--- config.mk ---
export PLATFORM = sky130hd
export DESIGN_NAME = fft_quad_input_scheduler
export DESIGN_NICKNAME = d
export VERILOG_FILES = /design/src/rtl/fft_quad_input_scheduler.sv
export SDC_FILE = /design/constraint.sdc
export NUM_CORES = 1
export LEC_CHECK = 0
export ABC_AREA = 0
export CORE_ASPECT_RATIO = 0.8
export CORE_MARGIN = 2
export CORE_UTILIZATION = 34
export DETAILED_ROUTE_END_ITERATION = 6
export PLACE_DENSITY = 0.79
export SLEW_MARGIN = 20
export SYNTH_ARGS = -nofsm -noshare
export SYNTH_HDL_FRONTEND = slang
export SYNTH_SLANG_ARGS = --single-unit
--- constraint.sdc ---
create_clock -name clk -period 2.4 [get_ports clk]
set_input_delay 0.48 -clock clk [delete_from_list [all_inputs] [get_ports clk]]
set_output_delay 0.48 -clock clk [all_outputs]
set_load 0.03 [all_outputs]
--- src/rtl/fft_quad_input_scheduler.sv ---
// fft_quad_input_scheduler: round-robin frame scheduler sharing one FFT among four sources,
// with a 4-deep tag FIFO that labels FFT output frames with their source index.
module fft_quad_input_scheduler #(
    parameter int SIZE_BUFFER   = 1,
    parameter int DATA_FFT_SIZE = 16
) (
    input  logic                       clk,
    input  logic                       reset,
    input  logic [3:0]                 req,
    output logic [3:0]                 src_rd,
    input  logic [4*DATA_FFT_SIZE-1:0] src_data_i,
    input  logic [4*DATA_FFT_SIZE-1:0] src_data_q,
    output logic [3:0]                 grant,
    input  logic                       fft_ready,
    output logic                       fft_start,
    output logic [DATA_FFT_SIZE-1:0]   fft_data_i,
    output logic [DATA_FFT_SIZE-1:0]   fft_data_q,
    output logic                       fft_data_valid,
    input  logic                       fft_out_valid,
    output logic [1:0]                 out_tag,
    output logic                       out_tag_valid,
    output logic                       tag_err,
    output logic                       busy
);
    localparam int W = DATA_FFT_SIZE;
    localparam logic [SIZE_BUFFER-1:0] LAST = '1;

    typedef enum logic [1:0] {IDLE, START, STREAM, GAP} state_t;

    state_t                 state_q, state_d;
    logic [3:0]             grant_q, grant_d;
    logic [1:0]             win_q, win_d;
    logic [1:0]             rr_q, rr_d;
    logic [1:0]             cand;
    logic [SIZE_BUFFER-1:0] scnt_q, scnt_d;
    logic [SIZE_BUFFER-1:0] ocnt_q;
    logic                   valid_q;
    logic [W-1:0]           di_q, dq_q;
    logic [1:0]             mem_q [4];
    logic [1:0]             wp_q, rp_q;
    logic [2:0]             occ_q;
    logic                   err_q;
    logic                   full, empty, push, pop;

    assign full  = occ_q == 3'd4;
    assign empty = occ_q == 3'd0;
    assign push  = state_q == START;
    assign pop   = fft_out_valid && !empty && ocnt_q == LAST;

    // lowest offset from rr_q wins; iterate downward so the nearest set bit is written last
    always_comb begin
        cand = rr_q;
        for (int i = 3; i >= 0; i--)
            if (req[rr_q + 2'(i)]) cand = rr_q + 2'(i);
    end

    always_comb begin
        state_d = state_q;
        grant_d = grant_q;
        win_d   = win_q;
        rr_d    = rr_q;
        scnt_d  = scnt_q;
        case (state_q)
            IDLE: if (|req && fft_ready && !full) begin
                state_d = START;
                win_d   = cand;
                grant_d = 4'b0001 << cand;
            end
            START: begin
                state_d = STREAM;
                scnt_d  = '0;
            end
            STREAM: begin
                scnt_d  = scnt_q + 1'b1;
                state_d = scnt_q == LAST ? GAP : STREAM;
            end
            GAP: begin
                state_d = IDLE;
                grant_d = '0;
                rr_d    = win_q + 2'd1;
            end
            default: state_d = IDLE;
        endcase
    end

    always_ff @(posedge clk) begin
        if (reset) begin
            state_q <= IDLE;
            grant_q <= '0;
            win_q   <= '0;
            rr_q    <= '0;
            scnt_q  <= '0;
            ocnt_q  <= '0;
            valid_q <= 1'b0;
            di_q    <= '0;
            dq_q    <= '0;
            mem_q   <= '{default: '0};
            wp_q    <= '0;
            rp_q    <= '0;
            occ_q   <= '0;
            err_q   <= 1'b0;
        end else begin
            state_q <= state_d;
            grant_q <= grant_d;
            win_q   <= win_d;
            rr_q    <= rr_d;
            scnt_q  <= scnt_d;
            valid_q <= |src_rd;
            di_q    <= |src_rd ? src_data_i[win_q*W +: W] : '0;
            dq_q    <= |src_rd ? src_data_q[win_q*W +: W] : '0;
            if (push) begin
                mem_q[wp_q] <= win_q;
                wp_q        <= wp_q + 2'd1;
            end
            if (pop) rp_q <= rp_q + 2'd1;
            occ_q <= occ_q + {2'b0, push} - {2'b0, pop};
            // counter wraps to zero on its own at the pop
            if (fft_out_valid && !empty) ocnt_q <= ocnt_q + 1'b1;
            if (fft_out_valid && empty) err_q <= 1'b1;
        end
    end

    assign src_rd         = state_q == STREAM ? grant_q : 4'b0;
    assign grant          = grant_q;
    assign fft_start      = state_q == START;
    assign busy           = state_q != IDLE;
    assign fft_data_valid = valid_q;
    assign fft_data_i     = di_q;
    assign fft_data_q     = dq_q;
    assign out_tag_valid  = !empty;
    assign out_tag        = empty ? 2'd0 : mem_q[rp_q];
    assign tag_err        = err_q;
endmodule

==> results of run 1 <==
path summary, 6_finish.rpt:
path                            depth (start not counted)    endpoint  slack [ns]
worst min register to register                          2    mem_q[3]        0.45
worst max register to register                         11    occ_q[2]        0.16
worst max-delay path                                    3  out_tag[1]        0.13
worst min-delay path                                    2    mem_q[3]        0.45
state kept, by name, summed over array words and instances, names as in the netlist:
signal          cells
ocnt_q              1
wp_q                2
occ_q               3
state_q             2
fft_data_i         16
mem_q               8
scnt_q              1
fft_data_q         16
fft_data_valid      1
tag_err             1
rp_q                2
rr_q                2
win_q               2
grant               4
stage by stage:
stage	setup TNS (ns)	area [um^2]	hold slack, ns	cells
2_1_floorplan	0	3140	0.433	271
3_3_place_gp	-0.00532	5110	0.441	561
3_5_place_dp	-0.115	5110	0.447	561
4_1_cts	0	5410	0.454	577
5_1_grt	-0.00781	5420	0.479	578
6_report	0	5420	0.452	578
cell usage after synthesis, types with 2 or more instances:
master and number:
nand2b_1 2, inv_1 11, nor3_1 4, nand2_1 15, buf_2 8, nor2_1 15, mux2i_1 2, dfxtp_1 61
nand3_1 9, xor2_1 3, o31ai_1 2, a21oi_1 12, ha_1 11, o21ai_0 2, and3_1 2, and2_1 7
buf_4 2, o2bb2ai_1 2, xnor2_1 4, a211oi_1 3, nor2b_1 35, clkbuf_1 5, mux4_2 34
cell type report:
cell class	instances	share of cell area
repair buffers	192	0.350
well taps	115	0.0265
clock buffers	13	0.0498
flip-flops and latches	61	0.226
multi-input cells	183	0.332
inverters	11	0.00761
clock inverters	3	0.00784
kinds of logic after synthesis:
logic type | after synthesis
xor gates and xnor gates | 7
DFF | 61
adders and majority gates | 12
buffers and inverters | 27
and+or+nand+nor | 97
AOI/OAI and AO/OA | 30
muxes | 37
where the power goes:
part	switching [uW]	internal, uW
clock network	419	886
logic	664	854
registers	139	1130
worst max-delay path, cell delays in order (launching register included):
cell           delay (ns)
dfxtp_1              0.42
mux4_2               0.54
and2_1               0.17
dlygate4sd2_1        0.35
routing by layer:
layer	wire length [um]	vias to the layer above	share of wire	GRT usage
met5	0	-	0	0
met4	117	0	0.012	0.0453
met1	4040	1323	0.43	0.234
met3	676	12	0.072	0.0600
met2	4530	106	0.48	0.320
li1	-	1351	-	-
timing repair:
| item | in CTS | in global routing |
|---|---|---|
| endpoints found under the hold margin | 0 | 0 |
| resized for setup | 7 | 1 |
| buffers inserted | 0 | 1 |
| endpoints found under the setup margin | 7 | 1 |
| pin swaps | 0 | 1 |
==> flow_summary.yaml, run 1 <==
outcome:
  status: "completed"
routing:
  via_per_inst: 4.83
  via_count: 2792
  drtIter0Drc: 64
  wirelength_um: 9360
  route.detailed.drc: 0
  avgRoutedWirePerCell_um: 16.2
  dr.pass1.iters: 4
  antenna_left: 0
setup_path:
  startpoint: "rp_q[0]"
  crit_arrival_ns: 1.79
  r2r_start: "occ_q[2]"
  critPathLaunchType: "flip-flop"
  crit_fanout: 4
  critPathRequiredTime_ns: 1.92
  path_class: "reg2out"
  endpoint_kind: "output pin"
timing:
  max_freq_ghz: 0.440
  fin_crit_sh: 0.946
  slew-limit-headroom: 0.567
  hold_viol: 0
  timing.final.ws_setup_ns: 0.129
  worstMarginPinSlew_ns: 0.644
  finalClockSkew_ns: 0.00744
  setup_viol: 0
  maxSlewViolCount: 0
  fin_crit_ns: 2.27
final_layout:
  fillers: 766
  seq_area_um2: 1220
  n_antenna_cell: 0
  syn_to_final_growth_pct: 73.6
  final_common_cell: "clkdlybuf4s50_1"
  drive_above_1_share: 0.156
  mostFrequentLayoutCells: "clkdlybuf4s50_1, dfxtp_1, nor2b_1, mux4_2"
  fin_util: 0.603
  multi_input_area_um2: 1800
  nNetsFinal: 606
job:
  drv_cap: 0
logic_synthesis:
  synth_mux_area_frac: 0.255
  syn-num-nets: 419
  synth_seq_area_share: 0.391
  syn_area_per_cell_um2: 11.5
  synth_fa_ha_area_frac: 0.0505
  synthFlopType: "dfxtp_1"
  synthSimpleGateAreaFrac: 0.171
  synthCells: 271
  synth_top_area_cell: "dfxtp_1"
  synth_xor_area_frac: 0.0196
  yosys-top-cells-area: "dfxtp_1, mux4_2, nor2b_1, ha_1, a21oi_1"
  yosys.area.top_type_share: 0.391
  synth.distinct_cells: 43
  synth-edff-count: 0
  synth_compound_area_frac: 0.0745
  synth_warnings: 0
  async_flop_share: 0
  ys_seq_elements: 61
  synth_top_family_by_area: "multiplexers"
  netlist_area_um2: 3120
global_route:
  grt_pass1_wl_um: 14800
  track_usage: 0.188
  antenna_found_initial: 0
  grt_max_degree: 34
  grt_pass1_vias: 2864
  grt_remaining_overflow: 0
clock_network:
  h-tree-depth: 3
  cts_tree: "built"
  cts_root_buf: "clkbuf_16"
  clock_latency_ns: 0.31
  clockBufferDepth: 2
  hold_buffers: 0
  cts_made_buffers: 9
  cts.sinks: 61
  clk_pin_slew_worst_paths_ns: 0.06
die:
  pin_count: 183
  num_rows: 31
  start_util: 0.347
  die_w_um: 111
  dieHeight_um: 89.7
  dieArea_um2: 9980
  core_area_um2: 9000
worst_hold_path:
  hold_class: "reg2reg"
  hp-start: "mem_q[3]"
power:
  ir_drop_mv: 0.462
  p_leak_uw: 0.00201
  p_total_uw: 4090
  power_density_nw_per_um2: 754
place:
  dp_slack_ns: -0.115
  numPortBuffers: 182
  hpwl_um: 7480
  gp_congestion: 0.835
No activity file was read; power rests on OpenSTA's default activity.
==> inputs of run 2 (changes only) <==
Settings changed: CORE_MARGIN 2 to 10.
==> run 2 against run 1 <==
- critical path depth stayed put
- utilization up 0.11 points
- largest power group unchanged
- combinational power hardly changed
- cell count is 0.35% lower
- setup slack lost 0.0050 ns
==> flow_summary.yaml, run 2 (synthesis gave the netlist of run 1 again) <==
outcome:
  status: "completed"
routing:
  avgRoutedWirePerCell_um: 19.4
  antenna_left: 0
  via_count: 2835
  wirelength_um: 11200
  drtIter0Drc: 117
  dr.pass1.iters: 4
  via_per_inst: 4.92
  route.detailed.drc: 0
clock_network:
  cts_root_buf: "clkbuf_16"
  cts_made_buffers: 9
  clockBufferDepth: 2
  cts_tree: "built"
  clock_latency_ns: 0.31
  clk_pin_slew_worst_paths_ns: 0.05
  h-tree-depth: 3
  hold_buffers: 0
  cts.sinks: 61
power:
  pwr-share-seq: 0.303
  power_density_nw_per_um2: 766
  p_int_uw: 2900
  clockPowerShare: 0.332
  switchingPower_uw: 1260
  p_sw_frac: 0.303
  p_comb_frac: 0.365
  ir_drop_mv: 0.493
  p_leak_uw: 0.00201
worst_hold_path:
  hold_class: "reg2reg"
  hp-start: "mem_q[1]"
final_layout:
  fin_area_um2: 5430
  drive_above_1_share: 0.154
  fin_util: 0.604
  n_antenna_cell: 0
  mostFrequentLayoutCells: "clkdlybuf4s50_1, dfxtp_1, nor2b_1, mux4_2"
  syn_to_final_growth_pct: 73.9
  nNetsFinal: 604
  final_common_cell: "clkdlybuf4s50_1"
timing:
  hold_viol: 0
  worstMarginPinSlew_ns: 0.601
  holdWs_ns: 0.458
  rsz0062_at_grt: "no"
  fin_crit_ns: 2.28
  maxSlewViolCount: 0
  setup_tns_ns: 0
  slew-limit-headroom: 0.596
  setup_viol: 0
  finalClockSkew_ns: 0.00454
  max_freq_ghz: 0.439
  fin_crit_sh: 0.948
global_route:
  grt_pass1_wl_um: 17200
  grtUsageMet3: 0.0556
  track_usage: 0.161
  grt_use_met1: 0.179
  grt_max_degree: 34
  grtUsageMet2: 0.288
  grt_pass1_vias: 3083
  antenna_found_initial: 0
  grt-busiest-layer: "met2"
  grt_remaining_overflow: 0
setup_path:
  crit_fanout: 4
  r2r_start: "occ_q[2]"
  critPathRequiredTime_ns: 1.92
  path_class: "reg2out"
  crit_arrival_ns: 1.80
  endpoint_kind: "output pin"
  critPathLaunchType: "flip-flop"
  startpoint: "rp_q[0]"
die:
  num_rows: 31
  die_w_um: 127
  dieArea_um2: 13400
  pin_count: 183
  start_util: 0.347
  dieHeight_um: 106
  core_area_um2: 9000
place:
  post_dp_cell_area_um2: 5110
  gp_congestion: 0.854
  hpwl_um: 9260
  numPortBuffers: 182
job:
  drv_cap: 0
[run 2: final timing paths]
kind                 to  slack (ns)  cells past startpoint
min reg2reg    mem_q[1]        0.46                      2
min            mem_q[1]        0.46                      2
max reg2reg    occ_q[2]        0.19                     11
max          out_tag[0]        0.12                      3
[run 2: layer usage]
layer  vias to the layer above  wire, um
met5                         -         0
met4                         0       118
met3                        10       809
met2                       110      5800
met1                      1363      4470
li1                       1352         -
[run 2: power by group through the flow]
stage	sequential, uW	combinational, uW	clock, uW
after floorplan	1290	919	0
after global placement	1270	1490	0
after detailed placement	1280	1530	0
after CTS	1250	1530	1420
after global routing	1280	1640	1460
final	1260	1520	1380
[run 2: cell type report]
| class | count | area, um^2 |
|---|---|---|
| Clock buffer | 10 | 239 |
| Clock inverter | 6 | 86.3 |
| Fill cell | 773 | 3560 |
| Inverter | 11 | 41.3 |
| Multi-Input combinational cell | 183 | 1800 |
| Sequential cell | 61 | 1220 |
| Tap cell | 115 | 144 |
| Timing Repair Buffer | 190 | 1900 |
[run 2: worst max-delay path, cell delays in order, from the launching register on]
cell and delay (ns):
dfxtp_1 0.43, mux4_2 0.54, and2_1 0.17, dlygate4sd2_1 0.35
[run 2: per-stage QoR]
| stage | instances | power [uW] | setup slack (ns) |
|---|---|---|---|
| 2_1_floorplan | 271 | 2210 | 0.0478 |
| 3_3_place_gp | 560 | 2760 | -0.0138 |
| 3_5_place_dp | 560 | 2810 | -0.0914 |
| 4_1_cts | 576 | 4210 | 0.0947 |
| 5_1_grt | 576 | 4380 | 0.0365 |
| 6_report | 576 | 4160 | 0.124 |
[run 2: repair_timing]
action,CTS,global route
setup buffers,0,0
setup endpoints to repair,7,1
pin swaps,0,1
resized for setup,7,1
cloned,0,0
==> inputs of run 3 (changes only) <==
Settings changed: CORE_UTILIZATION 34 to 41, PLACE_DENSITY 0.79 to 0.86.
Clock period 2.4 ns to 2.7 ns, I/O delays scaled along.
==> run 3 against run 2 <==
- cell count fell by 1.9%
- non-clock buffer count fell by 1
- wire length fell by 4.0%
- register-to-register slack improved by 0.11 ns
- sequential share of layout area increased by 0.84 points
- worst hold slack worse by 0.00066 ns
- clock power decreased by 48%
- critical path depth did not move
- power is 24% lower
- critical path type unchanged
- largest power group unchanged
==> flow_summary.yaml, run 3 (synthesis gave the netlist of run 1 again) <==
outcome:
  status: "completed"
setup_path:
  path_class: "reg2out"
  cpLargestDelayFamily: "buffers and inverters"
  crit_fanout: 4
  crit_cells: 3
  critPathLaunchType: "flip-flop"
  critPathBufInv: 1
  rr_worst_depth: 11
  slowest_delay_ns: 0.60
  critPathRequiredTime_ns: 2.16
  endpoint_kind: "output pin"
  worstPathCellList: "mux4_2 > and2_1 > clkdlybuf4s50_1"
  slowest_stage: "clkdlybuf4s50_1"
  crit_arrival_ns: 2.06
timing:
  worstMarginPinSlew_ns: 0.543
  maxSlewViolCount: 0
  max_freq_ghz: 0.385
  fin_crit_ns: 2.60
  holdWs_ns: 0.458
  setup_tns_ns: 0
  setup_viol: 0
  finalClockSkew_ns: 0.00613
  fin_crit_sh: 0.962
  rsz0062_at_grt: "no"
  slew-limit-headroom: 0.635
  hold_viol: 0
power:
  power_density_nw_per_um2: 600
  ir_drop_mv: 0.299
  p_leak_uw: 0.00190
  p_total_uw: 3150
routing:
  avgRoutedWirePerCell_um: 19.0
  drtIter0Drc: 97
  dr.pass1.iters: 4
  route.detailed.drc: 0
  wirelength_um: 10800
  via_per_inst: 5.02
  via_count: 2834
  antenna_left: 0
worst_hold_path:
  hold_class: "reg2reg"
  whs_path_depth: 2
die:
  start_util: 0.423
  dieHeight_um: 98.1
  die_w_um: 118
  pin_count: 183
  dieArea_um2: 11500
  core_area_um2: 7390
  num_rows: 28
global_route:
  antenna_found_initial: 0
  track_usage: 0.181
  grt_pass1_wl_um: 16600
  grt_pass1_vias: 3089
  grt_max_degree: 34
  grt_remaining_overflow: 0
final_layout:
  nNetsFinal: 603
  drive_above_1_share: 0.139
  mostFrequentLayoutCells: "clkdlybuf4s50_1, dfxtp_1, nor2b_1, mux4_2"
  fillers: 553
  n_antenna_cell: 0
  syn_to_final_growth_pct: 67.7
  final_common_cell: "clkdlybuf4s50_1"
clock_network:
  hold_buffers: 0
  cts.sinks: 61
  cts_resized: 0
  clockBufferDepth: 2
  clk_pin_slew_worst_paths_ns: 0.06
  cts_root_buf: "clkbuf_8"
  cts_setup_buffers: 0
  cts_tree: "built"
  cts_made_buffers: 9
  clock_latency_ns: 0.33
  h-tree-depth: 3
place:
  numPortBuffers: 182
  hpwl_um: 8940
  gp_congestion: 0.802
job:
  drv_cap: 0
## run 3: cell types whose count changed in the layout (fill, tap and decap cells not counted)
cell / change
dlygate4sd2_1: -7
clkbuf_8: +10
bufinv_16: -2
clkinvlp_4: -1
buf_12: -1
ha_4: -1
nor3_2: -1
clkbuf_1: +4
clkinv_2: -1
nor3_1: +1
ha_1: +1
clkdlybuf4s50_1: +7
clkbuf_16: -9
clkinv_4: -1
## run 3: power breakdown
part | switching, uW | total [uW] | internal [uW]
Sequential | 115 | 1120 | 1000
Clock | 328 | 712 | 384
Combinational | 590 | 1320 | 727
## run 3: path summary, 6_finish.rpt
| kind | start | slack [ns] | to |
|---|---|---|---|
| hold reg to reg | mem_q[3] | 0.46 | mem_q[3] |
| hold / removal | mem_q[3] | 0.46 | mem_q[3] |
| setup reg to reg | occ_q[1] | 0.30 | occ_q[2] |
| setup / recovery | rp_q[0] | 0.10 | out_tag[0] |
## run 3: per-stage QoR
stage / area, um^2 / setup WS, ns / instances / util
2_1_floorplan: 3120 / 0.0509 / 271 / -
3_3_place_gp: 5070 / 0.165 / 549 / 0.686
3_5_place_dp: 5070 / 0.0717 / 549 / 0.686
4_1_cts: 5240 / 0.0803 / 565 / 0.709
5_1_grt: 5240 / 0.0248 / 565 / 0.709
6_report: 5240 / 0.101 / 565 / 0.709
## run 3: worst register-to-register path, stage by stage, from the launching register on
cell and delay [ns]:
dfxtp_1 0.36, nor3_1 0.29, inv_1 0.15, and3_1 0.24
ha_1 0.29, inv_1 0.05, ha_1 0.14, inv_1 0.05
fa_1 0.38, xor2_1 0.17, xnor2_1 0.13, nor2_1 0.05
## run 3: routing by layer
metal,track usage,part of all wire,vias to the layer above
met1,0.184,0.38,1352
met2,0.333,0.52,115
met5,0,0,-
li1,-,-,1346
met4,0.0617,0.022,0
met3,0.0725,0.077,21
## run 3: area by class of cell
cell class	count	area (um^2)	share of cell area
timing repair buffer	189	1890	0.360
clock inverter	1	5.00	0.000955
multi-input combinational	183	1780	0.341
tap	105	131	0.0251
clock buffer	15	166	0.0318
sequential	61	1220	0.234
inverter	11	41.3	0.00788
